==> src/rtl/fx_job_sequencer_pkg.sv <==
// Shared types and memory-map defaults for the float-to-fixed job sequencer.
// The base/length constants must match the core program's data-memory layout.
package fx_seq_pkg;

    typedef enum logic [2:0] {
        IDLE,
        LOAD,
        START,
        RUN,
        UNLOAD_RD,
        UNLOAD_OUT
    } seq_state_t;

    localparam int DEF_LOAD_BASE  = 0;
    localparam int DEF_LOAD_LEN   = 4;
    localparam int DEF_STORE_BASE = 4;
    localparam int DEF_STORE_LEN  = 4;

endpackage

==> src/rtl/fx_job_sequencer_if.sv <==
// Host-side byte streams of the job sequencer: input bytes in, result bytes out.
interface fx_job_sequencer_if;

    logic       job_go;
    logic       in_valid;
    logic [7:0] in_data;
    logic       in_ready;
    logic       out_valid;
    logic [7:0] out_data;
    logic       out_ready;

    modport master (
        output job_go, in_valid, in_data, out_ready,
        input  in_ready, out_valid, out_data
    );

    modport slave (
        input  job_go, in_valid, in_data, out_ready,
        output in_ready, out_valid, out_data
    );

endinterface

==> src/rtl/fx_job_sequencer_run_timer.sv <==
// Cycle counters for the core_start pulse width, the core_done mask window
// and the run timeout. Each counter restarts at 0 on entry to its phase.
module fx_run_timer #(
    parameter int START_CYCLES = 2,
    parameter int DONE_MASK    = 2,
    parameter int TIMEOUT      = 1000
) (
    input  logic clk,
    input  logic reset,
    input  logic start_phase,
    input  logic run_phase,
    output logic start_active,
    output logic done_armed,
    output logic timed_out
);

    localparam int SW = $clog2(START_CYCLES + 1);
    localparam int RW = $clog2(TIMEOUT + 1);

    logic [SW-1:0] start_cnt;
    logic [RW-1:0] run_cnt;

    always_ff @(posedge clk) begin
        if (reset) begin
            start_cnt <= '0;
            run_cnt   <= '0;
        end else begin
            start_cnt <= start_phase ? start_cnt + SW'(1) : '0;
            run_cnt   <= run_phase ? run_cnt + RW'(1) : '0;
        end
    end

    // start_active means the pulse continues into the following cycle
    assign start_active = start_cnt < SW'(START_CYCLES - 1);
    assign done_armed   = run_cnt >= RW'(DONE_MASK);
    assign timed_out    = run_cnt == RW'(TIMEOUT - 1);

endmodule

==> src/rtl/fx_job_sequencer.sv <==
// Host-side job sequencer: loads input bytes into core data memory, pulses
// core_start, waits for core_done or timeout, then streams the results out.
module fx_job_sequencer import fx_seq_pkg::*; #(
    parameter int AW           = 8,
    parameter int LOAD_BASE    = DEF_LOAD_BASE,
    parameter int LOAD_LEN     = DEF_LOAD_LEN,
    parameter int STORE_BASE   = DEF_STORE_BASE,
    parameter int STORE_LEN    = DEF_STORE_LEN,
    parameter int START_CYCLES = 2,
    parameter int DONE_MASK    = 2,
    parameter int TIMEOUT      = 1000
) (
    input  logic                  clk,
    input  logic                  reset,
    fx_job_sequencer_if.slave     host,
    output logic                  core_start,
    input  logic                  core_done,
    output logic                  mem_sel,
    output logic                  mem_we,
    output logic                  mem_re,
    output logic [AW-1:0]         mem_addr,
    output logic [7:0]            mem_wdata,
    input  logic [7:0]            mem_rdata,
    output logic                  busy,
    output logic                  job_done,
    output logic                  timeout_err
);

    localparam int CW = AW + 1;
    localparam logic [CW-1:0] LOAD_LAST  = CW'(LOAD_LEN - 1);
    localparam logic [CW-1:0] STORE_LAST = CW'(STORE_LEN - 1);

    seq_state_t    state;
    logic [CW-1:0] cnt;
    logic          in_ready_q;
    logic          out_valid_q;
    logic          out_fresh;
    logic [7:0]    out_hold;
    logic          mem_sel_q;
    logic          mem_re_q;
    logic          core_start_q;
    logic          busy_q;
    logic          job_done_q;
    logic          timeout_err_q;
    logic          start_phase;
    logic          run_phase;
    logic          start_active;
    logic          done_armed;
    logic          timed_out;
    logic          load_fire;
    logic          out_fire;

    assign start_phase = (state == START);
    assign run_phase   = (state == RUN);
    assign load_fire   = host.in_valid & in_ready_q;
    assign out_fire    = out_valid_q & host.out_ready;

    fx_run_timer #(
        .START_CYCLES (START_CYCLES),
        .DONE_MASK    (DONE_MASK),
        .TIMEOUT      (TIMEOUT)
    ) u_run_timer (
        .clk          (clk),
        .reset        (reset),
        .start_phase  (start_phase),
        .run_phase    (run_phase),
        .start_active (start_active),
        .done_armed   (done_armed),
        .timed_out    (timed_out)
    );

    always_ff @(posedge clk) begin
        if (reset) begin
            state         <= IDLE;
            cnt           <= '0;
            in_ready_q    <= 1'b0;
            out_valid_q   <= 1'b0;
            out_fresh     <= 1'b0;
            out_hold      <= '0;
            mem_sel_q     <= 1'b1;
            mem_re_q      <= 1'b0;
            core_start_q  <= 1'b0;
            busy_q        <= 1'b0;
            job_done_q    <= 1'b0;
            timeout_err_q <= 1'b0;
        end else begin
            job_done_q <= 1'b0;
            out_fresh  <= 1'b0;
            case (state)
                IDLE: begin
                    if (host.job_go) begin
                        state         <= LOAD;
                        cnt           <= '0;
                        in_ready_q    <= 1'b1;
                        busy_q        <= 1'b1;
                        timeout_err_q <= 1'b0;
                    end
                end
                LOAD: begin
                    if (load_fire) begin
                        cnt <= cnt + CW'(1);
                        if (cnt == LOAD_LAST) begin
                            state        <= START;
                            in_ready_q   <= 1'b0;
                            mem_sel_q    <= 1'b0;
                            core_start_q <= 1'b1;
                        end
                    end
                end
                START: begin
                    if (!start_active) begin
                        state        <= RUN;
                        core_start_q <= 1'b0;
                    end
                end
                RUN: begin
                    // A qualified done wins over a timeout in the same cycle
                    if (core_done && done_armed) begin
                        state     <= UNLOAD_RD;
                        cnt       <= '0;
                        mem_sel_q <= 1'b1;
                        mem_re_q  <= 1'b1;
                    end else if (timed_out) begin
                        state         <= IDLE;
                        mem_sel_q     <= 1'b1;
                        busy_q        <= 1'b0;
                        timeout_err_q <= 1'b1;
                    end
                end
                UNLOAD_RD: begin
                    state       <= UNLOAD_OUT;
                    mem_re_q    <= 1'b0;
                    out_valid_q <= 1'b1;
                    out_fresh   <= 1'b1;
                end
                UNLOAD_OUT: begin
                    if (out_fresh) begin
                        out_hold <= mem_rdata;
                    end
                    if (out_fire) begin
                        out_valid_q <= 1'b0;
                        cnt         <= cnt + CW'(1);
                        if (cnt == STORE_LAST) begin
                            state      <= IDLE;
                            busy_q     <= 1'b0;
                            job_done_q <= 1'b1;
                        end else begin
                            state    <= UNLOAD_RD;
                            mem_re_q <= 1'b1;
                        end
                    end
                end
                default: state <= IDLE;
            endcase
        end
    end

    // Read data is forwarded on the entry cycle so a byte can leave every 2 cycles
    assign host.out_data  = out_fresh ? mem_rdata : out_hold;
    assign host.out_valid = out_valid_q;
    assign host.in_ready  = in_ready_q;

    assign mem_we      = load_fire;
    assign mem_re      = mem_re_q;
    assign mem_addr    = mem_we   ? AW'(LOAD_BASE) + cnt[AW-1:0] :
                         mem_re_q ? AW'(STORE_BASE) + cnt[AW-1:0] : '0;
    assign mem_wdata   = mem_we ? host.in_data : '0;
    assign mem_sel     = mem_sel_q;
    assign core_start  = core_start_q;
    assign busy        = busy_q;
    assign job_done    = job_done_q;
    assign timeout_err = timeout_err_q;

endmodule

==> src/flat_wrapper.sv <==
// flat-port wrapper written by rule: the top's interface ports become plain ports
module fx_job_sequencer_flat import fx_seq_pkg::*;
#(
    parameter int AW           = 8,
    parameter int LOAD_BASE    = DEF_LOAD_BASE,
    parameter int LOAD_LEN     = DEF_LOAD_LEN,
    parameter int STORE_BASE   = DEF_STORE_BASE,
    parameter int STORE_LEN    = DEF_STORE_LEN,
    parameter int START_CYCLES = 2,
    parameter int DONE_MASK    = 2,
    parameter int TIMEOUT      = 1000
)
  (clk, reset, core_start, core_done, mem_sel, mem_we, mem_re, mem_addr, mem_wdata, mem_rdata, busy, job_done, timeout_err, host_job_go, host_in_valid, host_in_data, host_out_ready, host_in_ready, host_out_valid, host_out_data);
  fx_job_sequencer_if host_i ();
  input  logic clk;
  input  logic reset;
  output logic core_start;
  input  logic core_done;
  output logic mem_sel;
  output logic mem_we;
  output logic mem_re;
  output logic [AW-1:0] mem_addr;
  output logic [7:0] mem_wdata;
  input  logic [7:0] mem_rdata;
  output logic busy;
  output logic job_done;
  output logic timeout_err;
  input wire logic [$bits(host_i.job_go)-1:0] host_job_go;
  input wire logic [$bits(host_i.in_valid)-1:0] host_in_valid;
  input wire logic [$bits(host_i.in_data)-1:0] host_in_data;
  input wire logic [$bits(host_i.out_ready)-1:0] host_out_ready;
  output wire logic [$bits(host_i.in_ready)-1:0] host_in_ready;
  output wire logic [$bits(host_i.out_valid)-1:0] host_out_valid;
  output wire logic [$bits(host_i.out_data)-1:0] host_out_data;
  assign host_i.job_go = host_job_go;
  assign host_i.in_valid = host_in_valid;
  assign host_i.in_data = host_in_data;
  assign host_i.out_ready = host_out_ready;
  assign host_in_ready = host_i.in_ready;
  assign host_out_valid = host_i.out_valid;
  assign host_out_data = host_i.out_data;
  fx_job_sequencer #(.AW(AW), .LOAD_BASE(LOAD_BASE), .LOAD_LEN(LOAD_LEN), .STORE_BASE(STORE_BASE), .STORE_LEN(STORE_LEN), .START_CYCLES(START_CYCLES), .DONE_MASK(DONE_MASK), .TIMEOUT(TIMEOUT)) u_core (.clk(clk), .reset(reset), .host(host_i), .core_start(core_start), .core_done(core_done), .mem_sel(mem_sel), .mem_we(mem_we), .mem_re(mem_re), .mem_addr(mem_addr), .mem_wdata(mem_wdata), .mem_rdata(mem_rdata), .busy(busy), .job_done(job_done), .timeout_err(timeout_err));
endmodule
==> config.mk <==
export PLATFORM = sky130hd
export DESIGN_NAME = fx_job_sequencer_flat
export DESIGN_NICKNAME = d
export VERILOG_FILES = /design/src/rtl/fx_job_sequencer_pkg.sv /design/src/rtl/fx_job_sequencer_if.sv /design/src/rtl/fx_job_sequencer_run_timer.sv /design/src/rtl/fx_job_sequencer.sv /design/src/flat_wrapper.sv
export SDC_FILE = /design/constraint.sdc
export NUM_CORES = 1
export LEC_CHECK = 0
export ABC_CLOCK_PERIOD_IN_PS = 2200
export BUFFER_PORTS_ARGS = -buffer_cell sky130_fd_sc_hd__buf_2
export CELL_PAD_IN_SITES_DETAIL_PLACEMENT = 0
export CELL_PAD_IN_SITES_GLOBAL_PLACEMENT = 1
export CORE_UTILIZATION = 39
export CTS_CLUSTER_DIAMETER = 30
export CTS_CLUSTER_SIZE = 8
export DETAILED_ROUTE_END_ITERATION = 16
export PLACE_DENSITY = 0.79
export SYNTH_ARGS = -nofsm -noshare
export SYNTH_HDL_FRONTEND = slang
export SYNTH_HIERARCHICAL = 1
export SYNTH_SLANG_ARGS = --single-unit
==> constraint.sdc <==
create_clock -name clk -period 2.2 [get_ports clk]
set_input_delay 0.11 -clock clk [delete_from_list [all_inputs] [get_ports clk]]
set_output_delay 0.11 -clock clk [all_outputs]
set_load 0.02 [all_outputs]
Word-level counts from Yosys, hierarchy flattened
Index checks and enable logic that the tools add are counted.

word-level totals
  output and inout bits = 33
  bits in registers = 41
  word-level logic and storage cells = 110
  input port bits = 22

operators by class
  multiplexer cells = 44
  $lt $le $gt $ge = 2
  add/sub/neg operators = 4
  equality and inequality tests = 18
  bitwise operators = 6
  reductions and logical operators = 22

operator list
  kind                     count
  $mux W9                  4
  $pmux W9 S4              1
  $mux W8                  4
  $mux W3                  8
  $reduce_and A4 Y1        5
  $mux W1                  19
  $pmux W3 S6              1
  $ne A2 B1 Y1 const B     6
  $reduce_and A6 Y1        2
  $add A10 B1 Y10 const B  1
  $eq A10 B10 Y1 const B   1
  $ge A10 B2 Y1 const B    1
  $pmux W1 S2              5
  $reduce_bool A2 Y1       5
  $add A9 B1 Y9 const B    1
  $eq A9 B2 Y1 const B     1
  $add A3 B8 Y8 const A    1
  $ne A2 B2 Y1 const B     4
  $eq A3 B2 Y1 const B     2
  $eq A3 B3 Y1 const B     2
  $pmux W1 S3              2
  $reduce_bool A3 Y1       2
  $reduce_and A5 Y1        1
  $not A1 Y1               4
  other kinds (11)         13

Depth between registers and ports, before layout
  depth after elaboration = 4
  gate-level depth with buffers = 9

Modules after synthesis
The synthesis kept the hierarchy.

by module, submodules not included
  module            cells an instance  area an instance (um^2)  times used
  fx_job_sequencer  213                1709.1                   1
  fx_run_timer      61                 549.3                    1

Worst setup path after synthesis
No wires, ideal clock.

  kind = register to output
  from = register u_core.in_ready_q, in the netlist u_core/host.in_ready
  to = output port mem_addr[7]
  data arrival time = 1738 ps
  path buffers = 1
  slack = 352 ps
  data required time = 2090 ps
  stages on the path, launching flop included = 5
  cell sequence = dfxtp_1 nand2_1 clkbuf_1 nand2_1 o41ai_1

between the ends
  longest elaborated chain between the ends = 2

ends and longest elaborated chain
  element                 RTL line                 text
  from (decl)             fx_job_sequencer.sv:35   logic in_ready_q;
  from (signal assigned)  fx_job_sequencer.sv:76   in_ready_q <= 1'b0;
  from (signal assigned)  fx_job_sequencer.sv:94   in_ready_q <= 1'b1;
  from (signal assigned)  fx_job_sequencer.sv:104  in_ready_q <= 1'b0;
  $and A1 B1 Y1           fx_job_sequencer.sv:55   assign load_fire = host.in_valid & in_ready_q;
  $mux W8                 fx_job_sequencer.sv:165  assign mem_addr = mem_we ? AW'(LOAD_BASE) + cnt[AW-1:0] :
  to (decl)               flat_wrapper.sv:22       output logic [AW-1:0] mem_addr;

Every way passes these cells.

Worst setup path after layout
  from = register u_core.u_run_timer.run_cnt[1]
  to = register u_core.cnt[1]

between the ends
  longest elaborated chain between the ends = 4

ends and longest elaborated chain
  element                             RTL line                          text
  from (decl)                         fx_job_sequencer_run_timer.sv:21  logic [RW-1:0] run_cnt;
  from (signal assigned)              fx_job_sequencer_run_timer.sv:29  run_cnt <= run_phase ? run_cnt + RW'(1) : '0;
  $ge A10 B2 Y1                       fx_job_sequencer_run_timer.sv:35  assign done_armed = run_cnt >= RW'(DONE_MASK);
  named net u_core.done_armed         fx_job_sequencer.sv:48            logic done_armed;
  $logic_and A1 B1 Y1                 fx_job_sequencer.sv:118           if (core_done && done_armed) begin
  $ne A2 B1 Y1 (no source line)       -
  $reduce_and A5 Y1 (no source line)  -
  to (signal assigned)                fx_job_sequencer.sv:101           cnt <= cnt + CW'(1);
  to (signal assigned)                fx_job_sequencer.sv:142           cnt <= cnt + CW'(1);
  to (decl)                           fx_job_sequencer.sv:34            logic [CW-1:0] cnt;

The timed path passes the listed nets, and every way through them passes these cells.
A chain may end at the register's enable or synchronous reset.

==> flow_metrics.py <==
metrics = {
    "outcome": {
        "outcome": "finished clean",
    },
    "sta": {
        "fin_setup_tns_ns": 0,
        "fmax_mhz": 530.7,
        "final_hold_viol_count": 0,
        "slew_headroom_pct": 61.28,
        "period_minus_slack_ns": 1.884,
        "tightestPinTransition_ns": 0.5808,
        "finalCritPeriodShare_pct": 85.64,
        "finalSetupViolCount": 0,
        "postLayoutSetupSlackWorst_ns": 0.3158,
        "rsz0062_at_grt": "false",
        "finClkSkew_ns": 0.01057,
        "slew_violations": 0,
    },
    "die": {
        "core_area_um2": 5540,
        "num_rows": 27,
        "die_width_um": 78.10,
        "die_y_um": 78.10,
        "start_util_pct": 40.76,
        "die_area_um2": 6099,
        "pin_count": 55,
    },
    "place": {
        "pre_cts_ws_ns": 0.3328,
        "gp_congestion": 0.7914,
        "dp_hpwl_um": 3843,
        "io_buffers": 54,
    },
    "synthesis": {
        "ys.flop_type": "dfxtp_1",
        "synth_fp_nets": 302,
        "yosysWarnings": 6,
        "ys_seq_elements": 41,
        "yosys.area.top_type_share_pct": 36.34,
        "async_flop_share_pct": 0,
        "netlist_top_cells_area": "dfxtp_1, nor2_1, a21oi_1",
        "synthesis.area_um2": 2258,
        "syn_inst": 274,
        "avgSynthCellArea_um2": 8.242,
        "seq_area_frac_synth_pct": 36.34,
        "synth_edf_count": 0,
        "yosysUniqueCellTypes": 51,
        "synth_top_area_cell": "dfxtp_1",
    },
    "drt": {
        "drtPass1Iterations": 4,
        "drc_errors": 0,
        "ant_nets": 0,
        "drt_iter0_markers": 89,
        "wirelength_um": 5228,
        "viasPerCell": 5.248,
        "vias": 2141,
        "routedWlPerCell_um": 12.81,
    },
    "power_and_ir_drop": {
        "ir_drop_v": 0.0004238,
        "powerDensity_nw_per_um2": 689.7,
        "total_power_mw": 1.909,
        "p_leak_nw": 1.164,
    },
    "worst_setup_path": {
        "r2r_start": "u_core/u_run_timer/run_cnt[1]",
        "crit_required_ns": 2.42,
        "start_kind": "flip-flop",
        "crit_start": "u_core/u_run_timer/run_cnt[1]",
        "worstPathMaxFanout": 6,
        "arrival_ns": 2.11,
        "end_kind": "flip-flop",
        "crit_type": "reg2reg",
    },
    "layout": {
        "num-fill-cells": 575,
        "final_cell_mix": "buf_2, dfxtp_1, nor2_1",
        "antenna_cells": 0,
        "fin_util_pct": 49.95,
        "fin_nets": 363,
        "layout-drive-gt1-share_pct": 27.38,
        "syn_to_final_growth_pct": 22.55,
        "final_common_cell": "buf_2",
    },
    "global_routing": {
        "grt_max_degree": 35,
        "antenna_found_initial": 0,
        "overflow": 0,
        "grtUsageTotal_pct": 17.90,
        "grt_pass1_vias": 1949,
        "grt_pass1_wl_um": 8825,
    },
    "clocking": {
        "path_clk_slew_ns": 0.08,
        "cts_buffer_depth": 2,
        "numCtsBuffers": 5,
        "htreeDepth": 2,
        "insertion_delay_ns": 0.29,
        "cts_tree": "built",
        "ctsHoldBuffers": 0,
        "root_buffer": "clkbuf_8",
        "clkSinkCount": 41,
        "cts_setup_buffers": 0,
        "cts_resized": 0,
    },
    "run": {
        "maxCapViolCount": 0,
    },
    "worst_hold_path": {
        "min_path_type": "in2reg",
        "hold_start": "host_out_ready",
    },
}
## flip-flops by register name, summed over array words and instances (netlist names), 2 cells and up
| register | cells |
|---|---|
| u_core/cnt | 9 |
| u_core/u_run_timer/run_cnt | 10 |
| u_core/out_hold | 8 |
| u_core/u_run_timer/start_cnt | 2 |
| u_core/state | 3 |
## worst paths after layout
kind         cells after the start  slack, ns                         endpoint
max reg2reg                      9       0.32                    u_core/cnt[1]
min reg2reg                      1       0.42  u_core/u_run_timer/start_cnt[0]
max                              9       0.32                    u_core/cnt[1]
min                              4       0.15            u_core/host.out_valid
## Yosys cell counts (7+ instances only)
cell and n:
nand2_1 22, a21oi_1 18, mux2i_1 8, inv_1 12
dfxtp_1 41, clkbuf_1 7, mux2_2 8, nor2_1 25
nor3_1 11, and3_1 10, o21ai_0 17, nand3_1 11
## routing by layer
| layer | global-route usage (%) | part of all wire [%] | vias to the layer above |
|---|---|---|---|
| met3 | 3.953 | 3.9 | 6 |
| met2 | 28.86 | 48 | 43 |
| met5 | 0 | 0 | - |
| li1 | - | - | 1113 |
| met1 | 23.54 | 47 | 979 |
| met4 | 6.111 | 0.99 | 0 |
## worst max-delay path, cell delays in order, from the launching register on
cell and delay (ns):
dfxtp_1 0.40, ha_1 0.17, nor4_1 0.04, nand3_1 0.11, nand4b_1 0.10, a21boi_0 0.25, o22ai_1 0.13, buf_4 0.19
or2_2 0.29, a21oi_1 0.13
## layout make-up
type                    instances  area, µm²  area share, %
repair buffers                 68      375.4          13.56
multi-input cells             207       1320          47.69
inverters                      12      45.04          1.627
clock inverters                 1      30.03          1.085
well taps                      72      90.09          3.255
flip-flops and latches         41      820.8          29.66
clock buffers                   7      86.33          3.119
## cell families after synthesis
logic type	after synthesis	share of synthesized area, %
xor gates and xnor gates	3	1.164
muxes	16	7.535
AOI/OAI and AO/OA	61	17.06
buffers and inverters	26	5.208
and+or+nand+nor	121	29.36
DFF	41	36.34
adders and majority gates	6	3.324
## power breakdown
part | total, mW | internal, mW | switching (mW) | leakage [nW]
combinational | 0.474 | 0.209 | 0.265 | 0.774
sequential | 0.813 | 0.772 | 0.0412 | 0.331
clock | 0.622 | 0.370 | 0.252 | 0.0585
total | 1.91 | 1.35 | 0.558 | 1.16
## stage by stage
stage | instance area [µm²] | std cells | hold slack, ns
final | 2768 | 408 | 0.1535
after CTS | 2768 | 408 | 0.1421
after detailed placement | 2651 | 400 | 0.4134
after global placement | 2651 | 400 | 0.4074
after floorplan | 2258 | 274 | 0.1858
after global routing | 2768 | 408 | 0.1640
Power figures use the tool's default switching activity.
